==> config.mk <==
export PLATFORM = sky130hd
export DESIGN_NAME = biquad_coeff_loader
export DESIGN_NICKNAME = d
export VERILOG_FILES = /design/src/rtl/biquad_coeff_loader.sv
export SDC_FILE = /design/constraint.sdc
export NUM_CORES = 1
export LEC_CHECK = 0
export CORE_ASPECT_RATIO = 1.2
export CORE_MARGIN = 2
export CORE_UTILIZATION = 57
export DETAILED_ROUTE_END_ITERATION = 8
export DONT_BUFFER_PORTS = 1
export PLACE_DENSITY = 0.78
export SYNTH_ARGS = -nofsm -noshare
export SYNTH_HDL_FRONTEND = slang
export SYNTH_SLANG_ARGS = --single-unit
==> constraint.sdc <==
create_clock -name wb_clk_i -period 2.7 [get_ports wb_clk_i]
set_input_delay 0.54 -clock wb_clk_i [delete_from_list [all_inputs] [get_ports wb_clk_i]]
set_output_delay 0.54 -clock wb_clk_i [all_outputs]
set_load 0.01 [all_outputs]
==> src/rtl/biquad_coeff_loader.sv <==
// biquad_coeff_loader: Wishbone initiator that streams coefficient
// words into the two-stage biquad coefficient target.
module biquad_coeff_loader #(
  parameter int unsigned TIMEOUT   = 255,
  parameter int unsigned MAX_RETRY = 3,
  parameter string       WBCLKTYPE = "NONE"
) (
  input  logic        wb_clk_i,
  input  logic        wb_rst_ni,
  input  logic        start_i,
  input  logic [7:0]  base_adr_i,
  input  logic [6:0]  count_i,
  input  logic        update_en_i,
  input  logic [31:0] coef_dat_i,
  input  logic        coef_valid_i,
  output logic        coef_ready_o,
  output logic        wb_cyc_o,
  output logic        wb_stb_o,
  output logic        wb_we_o,
  output logic [7:0]  wb_adr_o,
  output logic [31:0] wb_dat_o,
  output logic [3:0]  wb_sel_o,
  input  logic        wb_ack_i,
  input  logic        wb_err_i,
  input  logic        wb_rty_i,
  output logic        busy_o,
  output logic        done_o,
  output logic        error_o,
  output logic [1:0]  err_code_o,
  output logic        notch_update_o
);

  localparam logic [15:0] LP_TMO = 16'(TIMEOUT);
  localparam logic [3:0]  LP_RTY = 4'(MAX_RETRY);

  typedef enum logic [2:0] {
    S_IDLE, S_FETCH, S_WRITE, S_GAP, S_UPDATE, S_DONE
  } state_t;

  state_t      r_state, w_state_n;
  logic [7:0]  r_adr, w_adr_n;
  logic [6:0]  r_cnt, w_cnt_n;
  logic        r_upd, w_upd_n;
  logic [31:0] r_dat, w_dat_n;
  logic [3:0]  r_rty, w_rty_n;
  logic [15:0] r_tmo, w_tmo_n;
  logic        r_error, w_error_n;
  logic [1:0]  r_code, w_code_n;
  logic        r_ready, r_cyc, r_busy;
  logic        r_done, r_notch;
  logic        w_unused;

  // Address low bits are word-aligned away; clock tag is informational.
  assign w_unused = ^{base_adr_i[1:0], (WBCLKTYPE != "")};

  // Next-state and datapath updates; err beats rty beats ack.
  always_comb begin
    w_state_n = r_state;
    w_adr_n   = r_adr;
    w_cnt_n   = r_cnt;
    w_upd_n   = r_upd;
    w_dat_n   = r_dat;
    w_rty_n   = r_rty;
    w_tmo_n   = r_tmo;
    w_error_n = r_error;
    w_code_n  = r_code;
    unique case (r_state)
      S_IDLE: begin
        if (start_i) begin
          w_adr_n   = {base_adr_i[7:2], 2'b00};
          w_cnt_n   = count_i;
          w_upd_n   = update_en_i;
          w_error_n = 1'b0;
          w_code_n  = 2'd0;
          w_state_n = (count_i == 7'd0) ? S_DONE : S_FETCH;
        end
      end
      S_FETCH: begin
        if (coef_valid_i && r_ready) begin
          w_dat_n   = coef_dat_i;
          w_rty_n   = 4'd0;
          w_tmo_n   = 16'd0;
          w_state_n = S_WRITE;
        end
      end
      S_WRITE: begin
        if (wb_err_i) begin
          w_error_n = 1'b1;
          w_code_n  = 2'd1;
          w_state_n = S_DONE;
        end else if (wb_rty_i) begin
          if (r_rty < LP_RTY) begin
            w_rty_n   = r_rty + 4'd1;
            w_state_n = S_GAP;
          end else begin
            w_error_n = 1'b1;
            w_code_n  = 2'd2;
            w_state_n = S_DONE;
          end
        end else if (wb_ack_i) begin
          w_adr_n = r_adr + 8'd4;
          w_cnt_n = r_cnt - 7'd1;
          if (r_cnt == 7'd1) begin
            w_state_n = r_upd ? S_UPDATE : S_DONE;
          end else begin
            w_state_n = S_FETCH;
          end
        end else if ((r_tmo + 16'd1) == LP_TMO) begin
          w_error_n = 1'b1;
          w_code_n  = 2'd3;
          w_state_n = S_DONE;
        end else begin
          w_tmo_n = r_tmo + 16'd1;
        end
      end
      S_GAP: begin
        w_tmo_n   = 16'd0;
        w_state_n = S_WRITE;
      end
      S_UPDATE: w_state_n = S_DONE;
      S_DONE:   w_state_n = S_IDLE;
      default:  w_state_n = S_IDLE;
    endcase
  end

  // State and datapath registers.
  always_ff @(posedge wb_clk_i or negedge wb_rst_ni) begin
    if (!wb_rst_ni) begin
      r_state <= S_IDLE;
      r_adr   <= '0;
      r_cnt   <= '0;
      r_upd   <= 1'b0;
      r_dat   <= '0;
      r_rty   <= '0;
      r_tmo   <= '0;
      r_error <= 1'b0;
      r_code  <= 2'd0;
    end else begin
      r_state <= w_state_n;
      r_adr   <= w_adr_n;
      r_cnt   <= w_cnt_n;
      r_upd   <= w_upd_n;
      r_dat   <= w_dat_n;
      r_rty   <= w_rty_n;
      r_tmo   <= w_tmo_n;
      r_error <= w_error_n;
      r_code  <= w_code_n;
    end
  end

  // Output flags registered from the upcoming state.
  always_ff @(posedge wb_clk_i or negedge wb_rst_ni) begin
    if (!wb_rst_ni) begin
      r_ready <= 1'b0;
      r_cyc   <= 1'b0;
      r_busy  <= 1'b0;
      r_done  <= 1'b0;
      r_notch <= 1'b0;
    end else begin
      r_ready <= (w_state_n == S_FETCH);
      r_cyc   <= (w_state_n == S_WRITE);
      r_busy  <= (w_state_n != S_IDLE);
      r_done  <= (w_state_n == S_DONE);
      r_notch <= (w_state_n == S_UPDATE);
    end
  end

  assign coef_ready_o   = r_ready;
  assign wb_cyc_o       = r_cyc;
  assign wb_stb_o       = r_cyc;
  assign wb_we_o        = r_cyc;
  assign wb_sel_o       = {4{r_cyc}};
  assign wb_adr_o       = r_adr;
  assign wb_dat_o       = r_dat;
  assign busy_o         = r_busy;
  assign done_o         = r_done;
  assign error_o        = r_error;
  assign err_code_o     = r_code;
  assign notch_update_o = r_notch;

endmodule

**After elaboration in Yosys (flattened, before gate mapping)**

Index checks and enable logic that the tools add are counted.
W data, S select, Z words.

- Reduce and logical (&&, ||, !) cells: 13
- Add/sub/neg operators: 4
- Equal/unequal tests: 22
- Order comparisons: 1
- Muxes and demuxes: 46

Operators with widths:

| cell | number |
|---|---|
| $mux W16 | 5 |
| $pmux W16 S3 | 1 |
| $mux W8 | 4 |
| $mux W7 | 4 |
| $mux W3 | 9 |
| $ne A2 B2 Y1 const B | 9 |
| $add A16 B1 Y16 const B | 1 |
| $eq A16 B8 Y1 const B | 1 |
| $mux W4 | 4 |
| $pmux W8 S2 | 1 |
| $pmux W3 S5 | 1 |
| $reduce_and A5 Y1 | 3 |
| $pmux W7 S2 | 1 |
| $mux W2 | 6 |
| $ne A4 B4 Y1 const B | 3 |
| $eq A3 B2 Y1 const B | 3 |
| $eq A3 B3 Y1 const B | 3 |
| $add A8 B3 Y8 const B | 1 |
| $pmux W4 S2 | 1 |
| $eq A7 B1 Y1 const B | 1 |
| $logic_not A7 Y1 | 1 |
| $mux W1 | 7 |
| $sub A7 B1 Y7 const B | 1 |
| $eq A3 B1 Y1 const B | 2 |
| other kinds (10) | 13 |

- Flip-flop bits (word level): 79
- Input port bits: 55
- Logic and storage cells: 100

**Logic depth before layout (Yosys ltp)**

Gate-level depths: netlist of run 1.

- Depth in word-level cells: 8
- Depth in mapped cells: 11
- Gate-level depth less buffers: 9

**Worst setup path before layout of run 1**

OpenSTA, ideal clock, no wires.

- Path type: reg-to-reg
- From: register r_tmo[0]
- To: register r_tmo[13]
- Data arrival time: 2.442 ns
- Period minus slack after synthesis: 2.552 ns
- Cell stages (with the launch flop): 11
- Slack: 0.148 ns
- Data required time: 2.590 ns
- Path buffers: 2
- Path through: dfrtp_1 > ha_1 > xnor2_1 > or4_1 > a21o_1 > a2111oi_0 > a221o_1 > buf_2 > buf_6 > o31ai_1 > o41ai_1

- Word-level cells in the longest chain between the ends: 6
- Elaborated cells on any way between the ends: 9

RTL lines:

| what | line | RTL |
|---|---|---|
| from (decl) | 46 | `logic [15:0] r_tmo, w_tmo_n;` |
| from (signal assigned) | 145 | `r_tmo <= w_tmo_n;` |
| $add A16 B1 Y16 (*) | 108, 113 |  |
| $mux W16 | 108 | `end else if ((r_tmo + 16'd1) == LP_TMO) begin` |
| $mux W16 | 100 | `end else if (wb_ack_i) begin` |
| $mux W16 | 91 | `end else if (wb_rty_i) begin` |
| $mux W16 | 87 | `if (wb_err_i) begin` |
| $pmux W16 S3 | 67 | `unique case (r_state)` |

Every way passes the cells marked *; elsewhere a longest branch is shown, timed or not. The select of a mux whose other input is x is not followed.
A chain may end at the register's enable or synchronous reset.

==> results of run 1 <==
==> final timing paths <==
| check | from | endpoint | slack (ns) | depth (start not counted) |
|---|---|---|---|---|
| min reg2reg | r_rty[3] | r_rty[3] | 0.51 | 2 |
| max | r_rty[1] | r_tmo[13] | 0.07 | 9 |
| max reg2reg | r_rty[1] | r_tmo[13] | 0.07 | 9 |
| max in group asynchronous | wb_rst_ni | r_tmo[2] | 2.31 | 1 |
| min in group wb_clk_i | coef_dat_i[22] | wb_dat_o[22] | 0.29 | 2 |
| min | wb_rst_ni | r_tmo[3] | 0.09 | 1 |
==> state kept, by name, indices dropped and copies added (netlist names) <==
| signal | cells |
|---|---|
| wb_adr_o | 6 |
| r_upd | 1 |
| r_state | 3 |
| notch_update_o | 1 |
| done_o | 1 |
| r_tmo | 16 |
| busy_o | 1 |
| error_o | 1 |
| coef_ready_o | 1 |
| err_code_o | 2 |
| r_rty | 4 |
| wb_dat_o | 32 |
| r_cnt | 7 |
| wb_cyc_o | 1 |
==> timing repair <==
item                                   CTS  global route
setup endpoints to repair                2            16
hold buffers                             1             0
buffers inserted                         2             1
gates cloned                             0             0
resized for setup                        1            14
pin swaps                                1             1
endpoints found under the hold margin   77             0
==> metrics by stage <==
stage | util, % | TNS [ns] | setup WS [ns] | hold WS (ns) | power (W)
6_report | 64.4 | 0 | 0.0685 | 0.0921 | 0.00417
5_1_grt | 64.4 | -0.111 | -0.0537 | 0.0899 | 0.00453
4_1_cts | 63.5 | 0 | 0.0214 | 0.0809 | 0.00418
3_5_place_dp | 60.2 | -0.0671 | -0.0602 | 0.246 | 0.00335
3_3_place_gp | 60.2 | 0 | 0.0726 | 0.246 | 0.00327
2_1_floorplan | - | 0 | 0.148 | 0.244 | 0.00294
==> layout make-up <==
cell class	instances	share of cell area, %
Clock buffer	11	3.22
Clock inverter	5	0.827
Inverter	12	1.03
Multi-Input combinational cell	340	43.8
Sequential cell	77	44.0
Tap cell	87	2.48
Timing Repair Buffer	25	4.73
==> power by group through the flow <==
stage | Sequential (W) | Clock, W | Combinational [W]
3_3_place_gp | 0.00202 | 0 | 0.00125
6_report | 0.00201 | 0.000779 | 0.00139
4_1_cts | 0.00201 | 0.000807 | 0.00136
2_1_floorplan | 0.00193 | 0 | 0.00101
5_1_grt | 0.00207 | 0.000851 | 0.00161
3_5_place_dp | 0.00202 | 0 | 0.00132
==> logic make-up after synthesis <==
kind of cell             after synthesis  share of synthesized area, %
other                                  1                        0.0936
multiplexers                           6                          1.53
AND/OR/NAND/NOR                      220                          24.7
adder cells (fa/ha/maj)                6                          1.87
buffers and inverters                 47                          5.68
XOR/XNOR                               6                          1.31
flip-flops                            77                          48.1
AO/OA/AOI/OAI                        100                          16.7
==> cell usage in the layout (no fill, tap or decap), types with 11 or more instances in the layout <==
cell type,netlist,routed
nand2_1,118,118
dfrtp_1,77,75
nor2_1,36,35
o21ai_0,25,24
buf_4,8,24
a21oi_1,19,19
o31ai_1,16,15
nand3_1,14,14
inv_1,12,12
nor3_1,13,11
==> routing by layer <==
layer  GRT usage [%]  vias up  routed length [um]
met5               0        -                   0
met3            6.85       19                 641
met1            29.0     1558                3660
li1                -     1590                   -
met4            12.1        0                 182
met2            41.6      120                4530
==> critical path, delay by kind of cell, from the launching register on <==
kind	cells	cell delay, ns
compound gates	3	0.84
fa+ha+maj	1	0.18
buf+inv	1	0.19
flops	1	0.41
simple gates	4	0.90
==> metrics.cfg, run 1 <==
[yosys]
yosys-top-cells-area = dfrtp_1 (48%), nand2_1 (11%), nor2_1 (3.4%), o21ai_0 (3.1%), o31ai_1 (3.0%)
ys_ff_latch = 77
synth_top_cell_by_area = dfrtp_1
synth_top_cell_area_share_pct = 48.1
synth.most_common_cell = nand2_1
synth_cell_type_count = 53
netlist_area_mm2 = 0.00401
yosys_most_used_dff = dfrtp_1
yosysWarnings = 0
ys_async_sr_fraction_pct = 100
synthCells = 463
syn_avg_cell_area_um2 = 8.65
synthTopCellsByCount = nand2_1 (118), dfrtp_1 (77), nor2_1 (36)
synth_edf_count = 0
yosysSeqAreaShare_pct = 48.1

[detailed_routing]
routedWlPerCell_um = 16.2
drcViolationCount = 0
drtIter0Drc = 207
drt_pass1_iterations = 4
vias = 3287
finalWirelength_um = 9020
ant_nets = 0
vias_per_cell = 5.90

[clock_network]
clkTransAtPathRegs_ns = 0.08
clockBufferDepth = 2
clk_latency_ns = 0.34
htree_levels = 3
numCtsBuffers = 9
cts_num_sinks = 77
cts_tree = done
ctsRootBufferMaster = clkbuf_8

[power]
pwr-share-comb_pct = 33.2
ir_worst_vdd_mv = 0.604
p_per_area_mw_per_mm2 = 950
swShare_pct = 41.4
seqPwrFrac_pct = 48.1
p_clk_share_pct = 18.7
p_leak_nw = 2.03
internal-power_w = 0.00244
power.switching_w = 0.00173

[floorplanning]
initial_core_util_pct = 58.8
io_pins = 109
die_y_um = 95.8
fp.dieArea_mm2 = 0.00772
coreArea_mm2 = 0.00681
fp.dieW_um = 80.5
std_cell_rows = 33

[place]
postPlaceCellArea_mm2 = 0.00410
place_congestion = 0.873
dp_hpwl_um = 6040
dp_cells = 537
portBuffers = 0

[critical_path]
cp_cell_sequence = ha_1, or3_4, nor2_2, o21a_1, nand2_1, a221o_1, or3_1, buf_4, o41ai_2
crit_fanout = 7
max_stage_delay_ns = 0.41
startpoint_type = flip-flop
worstPathArrival_ns = 2.86
critPathKind = flip-flop to flip-flop
required_ns = 2.93
slowest_stage = dfrtp_1
worstSetupEndpointType = flip-flop

[layout]
drive_above_1_share_pct = 13.8
fin_cells = 557
antenna_cells = 0
syn_to_final_growth_pct = 9.56
final_area_mm2 = 0.00439
multi_input_area_mm2 = 0.00192
nets = 526
filler_cell_count = 579
final-seq-area_mm2 = 0.00193

[sta]
hold_violations = 0
period_minus_slack_ns = 2.63
max_freq_mhz = 380
drv_slew = 0
clock_skew_ns = 0.00918
finalSetupViolCount = 0
grt_setup_unrepaired = true
max_slew_margin_pct = 47.4
worstMarginPinSlew_ns = 0.789
min_period_over_period_pct = 97.5

[global_routing]
antenna_found_initial = 0
grt-ovfl-total = 0
grt_pass1_wl_um = 14700
grtUsageTotal_pct = 24.7
grt_max_degree = 78
first_global_vias = 3254

[flow_run]
maxCapViolCount = 0

[hold_path]
hold_path_class = input pin to async pin

[outcome]
outcome = finished, final reports clean

(Power assumes the default switching activity.)
==> inputs of run 2 (changes only) <==
--- a/config.mk
+++ b/config.mk
@@ -10,6 +10,7 @@
 export CORE_UTILIZATION = 57
 export DETAILED_ROUTE_END_ITERATION = 8
 export DONT_BUFFER_PORTS = 1
+export HOLD_SLACK_MARGIN = 0.03
 export PLACE_DENSITY = 0.78
 export SYNTH_ARGS = -nofsm -noshare
 export SYNTH_HDL_FRONTEND = slang
==> results of run 2 <==
No change in the layout: final DEF, timing and power equal those of run 1.
==> inputs of run 3 (changes only) <==
--- a/config.mk
+++ b/config.mk
@@ -6,7 +6,7 @@
 export NUM_CORES = 1
 export LEC_CHECK = 0
 export CORE_ASPECT_RATIO = 1.2
-export CORE_MARGIN = 2
+export CORE_MARGIN = 1
 export CORE_UTILIZATION = 57
 export DETAILED_ROUTE_END_ITERATION = 8
 export DONT_BUFFER_PORTS = 1
==> run 3 against run 2 <==
Effect of this change: sequential share of layout area shrank 0.38 points; clock-buffer cell count down 1; flip-flop and latch count unchanged; via count fell by 0.76%; cell count unchanged; maximum frequency grew 0.12%; power grew 2.3%; clock skew rose by 0.0037 ns; critical path depth unchanged.
==> metrics.cfg, run 3 (synthesized netlist as in run 1, its figures left out) <==
[detailed_routing]
vias_per_cell = 5.86
drtIter0Drc = 182
routedWlPerCell_um = 15.6
drcViolationCount = 0
finalWirelength_um = 8710
drt_pass1_iterations = 4
vias = 3262
ant_nets = 0

[layout]
final-seq-area_mm2 = 0.00193
largest_reg_flops = 32
final_common_cell = nand2_1
layout_common_cells = nand2_1 (118), dfrtp_1 (74), nor2_1 (35), o21ai_0 (24), buf_4 (23)
final_util_pct = 65.0
drive_above_1_share_pct = 14.3
antenna_cells = 0
nets = 526
multi_input_area_mm2 = 0.00193
syn_to_final_growth_pct = 10.6
filler_cell_count = 569

[sta]
finalSetupViolCount = 0
max_freq_mhz = 380
fin_ws_ns = 0.0717
period_minus_slack_ns = 2.63
drv_slew = 0
hold_violations = 0
worstMarginPinSlew_ns = 0.612
clock_skew_ns = 0.0129
min_period_over_period_pct = 97.3
tns_ns = 0
max_slew_margin_pct = 59.2

[hold_path]
hold_path_class = input pin to async pin

[power]
p_per_area_mw_per_mm2 = 963
internal-power_w = 0.00252
pwr-share-comb_pct = 32.6
seqPwrFrac_pct = 47.1
p_leak_nw = 2.03
swShare_pct = 40.9
power.switching_w = 0.00174
ir_worst_vdd_mv = 0.628
p_clk_share_pct = 20.3

[place]
dp_hpwl_um = 5940
place_congestion = 0.810
portBuffers = 0
dp_slack_ns = -0.0651

[clock_network]
ctsRootBufferMaster = clkbuf_8
cts_tree = done
htree_levels = 3
clockBufferDepth = 2
numCtsBuffers = 9
clkTransAtPathRegs_ns = 0.08
cts_num_sinks = 77
clk_latency_ns = 0.35

[floorplanning]
die_y_um = 93.8
initial_core_util_pct = 58.8
std_cell_rows = 33
fp.dieW_um = 78.5
io_pins = 109
fp.dieArea_mm2 = 0.00737
coreArea_mm2 = 0.00681

[global_routing]
grtUsageTotal_pct = 24.9
first_global_vias = 3085
antenna_found_initial = 0
grt-ovfl-total = 0
grt_pass1_wl_um = 14200
grt_max_degree = 78

[critical_path]
worstSetupEndpointType = flip-flop
worstPathArrival_ns = 2.88
crit_fanout = 14
critPathKind = flip-flop to flip-flop
startpoint_type = flip-flop
required_ns = 2.95

[flow_run]
maxCapViolCount = 0

[outcome]
outcome = finished, final reports clean

run 3: cell count changes in the layout (fill, tap and decap cells not counted), sizes merged:
cell	previous run	this run
clkbuf	11	10
bufinv	0	1
inv	12	14
clkinv	5	0
clkinvlp	0	3
run 3: per-layer routing:
metal  vias up  routed length, um  track usage (%)
met3        15                569             8.54
li1       1587                  -                -
met2       109               4400             42.2
met5         -                  0                0
met4         0                142             10.0
met1      1551               3610             28.7
run 3: critical path: stages, from the launching register on:
cell and delay [ns]:
dfrtp_1 0.41, ha_1 0.20, or3_4 0.35, nor2_2 0.14, o21a_1 0.22, a2111oi_2 0.09, a221o_1 0.37, or3_4 0.35
buf_12 0.16, o31ai_1 0.23
run 3: stage by stage:
step / cell area, um^2 / total power, W / std cells / hold slack [ns]
2_1_floorplan: 4010 / 0.00294 / 464 / 0.244
3_3_place_gp: 4110 / 0.00327 / 536 / 0.246
3_5_place_dp: 4110 / 0.00334 / 536 / 0.246
4_1_cts: 4350 / 0.00425 / 553 / 0.0901
5_1_grt: 4430 / 0.00459 / 557 / 0.0996
6_report: 4430 / 0.00427 / 557 / 0.0683
run 3: cell type report:
type	instances	area share, %
multi-input cells	340	43.5
flip-flops and latches	77	43.6
well taps	87	2.46
inverters	12	1.02
clock inverters	6	1.58
repair buffers	25	4.97
clock buffers	10	2.88
run 3: path summary, 6_finish.rpt:
check                          startpoint      endpoint  slack [ns]  cells past startpoint
min reg2reg                      r_cnt[1]      r_cnt[1]        0.51                      2
max reg2reg                      r_rty[0]      r_tmo[5]        0.07                      9
min in group wb_clk_i      coef_dat_i[29]  wb_dat_o[29]        0.30                      2
min                             wb_rst_ni     r_tmo[15]        0.07                      1
max                              r_rty[0]      r_tmo[5]        0.07                      9
max in group asynchronous       wb_rst_ni      r_tmo[2]        2.28                      1
run 3: power by group through the flow:
stage	registers [W]	clock network, W	logic, W
floorplan	0.00193	0	0.00101
global placement	0.00201	0	0.00126
detailed placement	0.00202	0	0.00132
CTS	0.00201	0.000887	0.00135
global route	0.00207	0.000939	0.00158
finish	0.00201	0.000868	0.00139
run 3: repair_timing:
item	4_1_cts	5_1_grt
buffers inserted	0	4
endpoints found under the setup margin	5	20
endpoints found under the hold margin	77	0
pin swaps	0	3
resized for setup	3	14
hold buffers	1	0
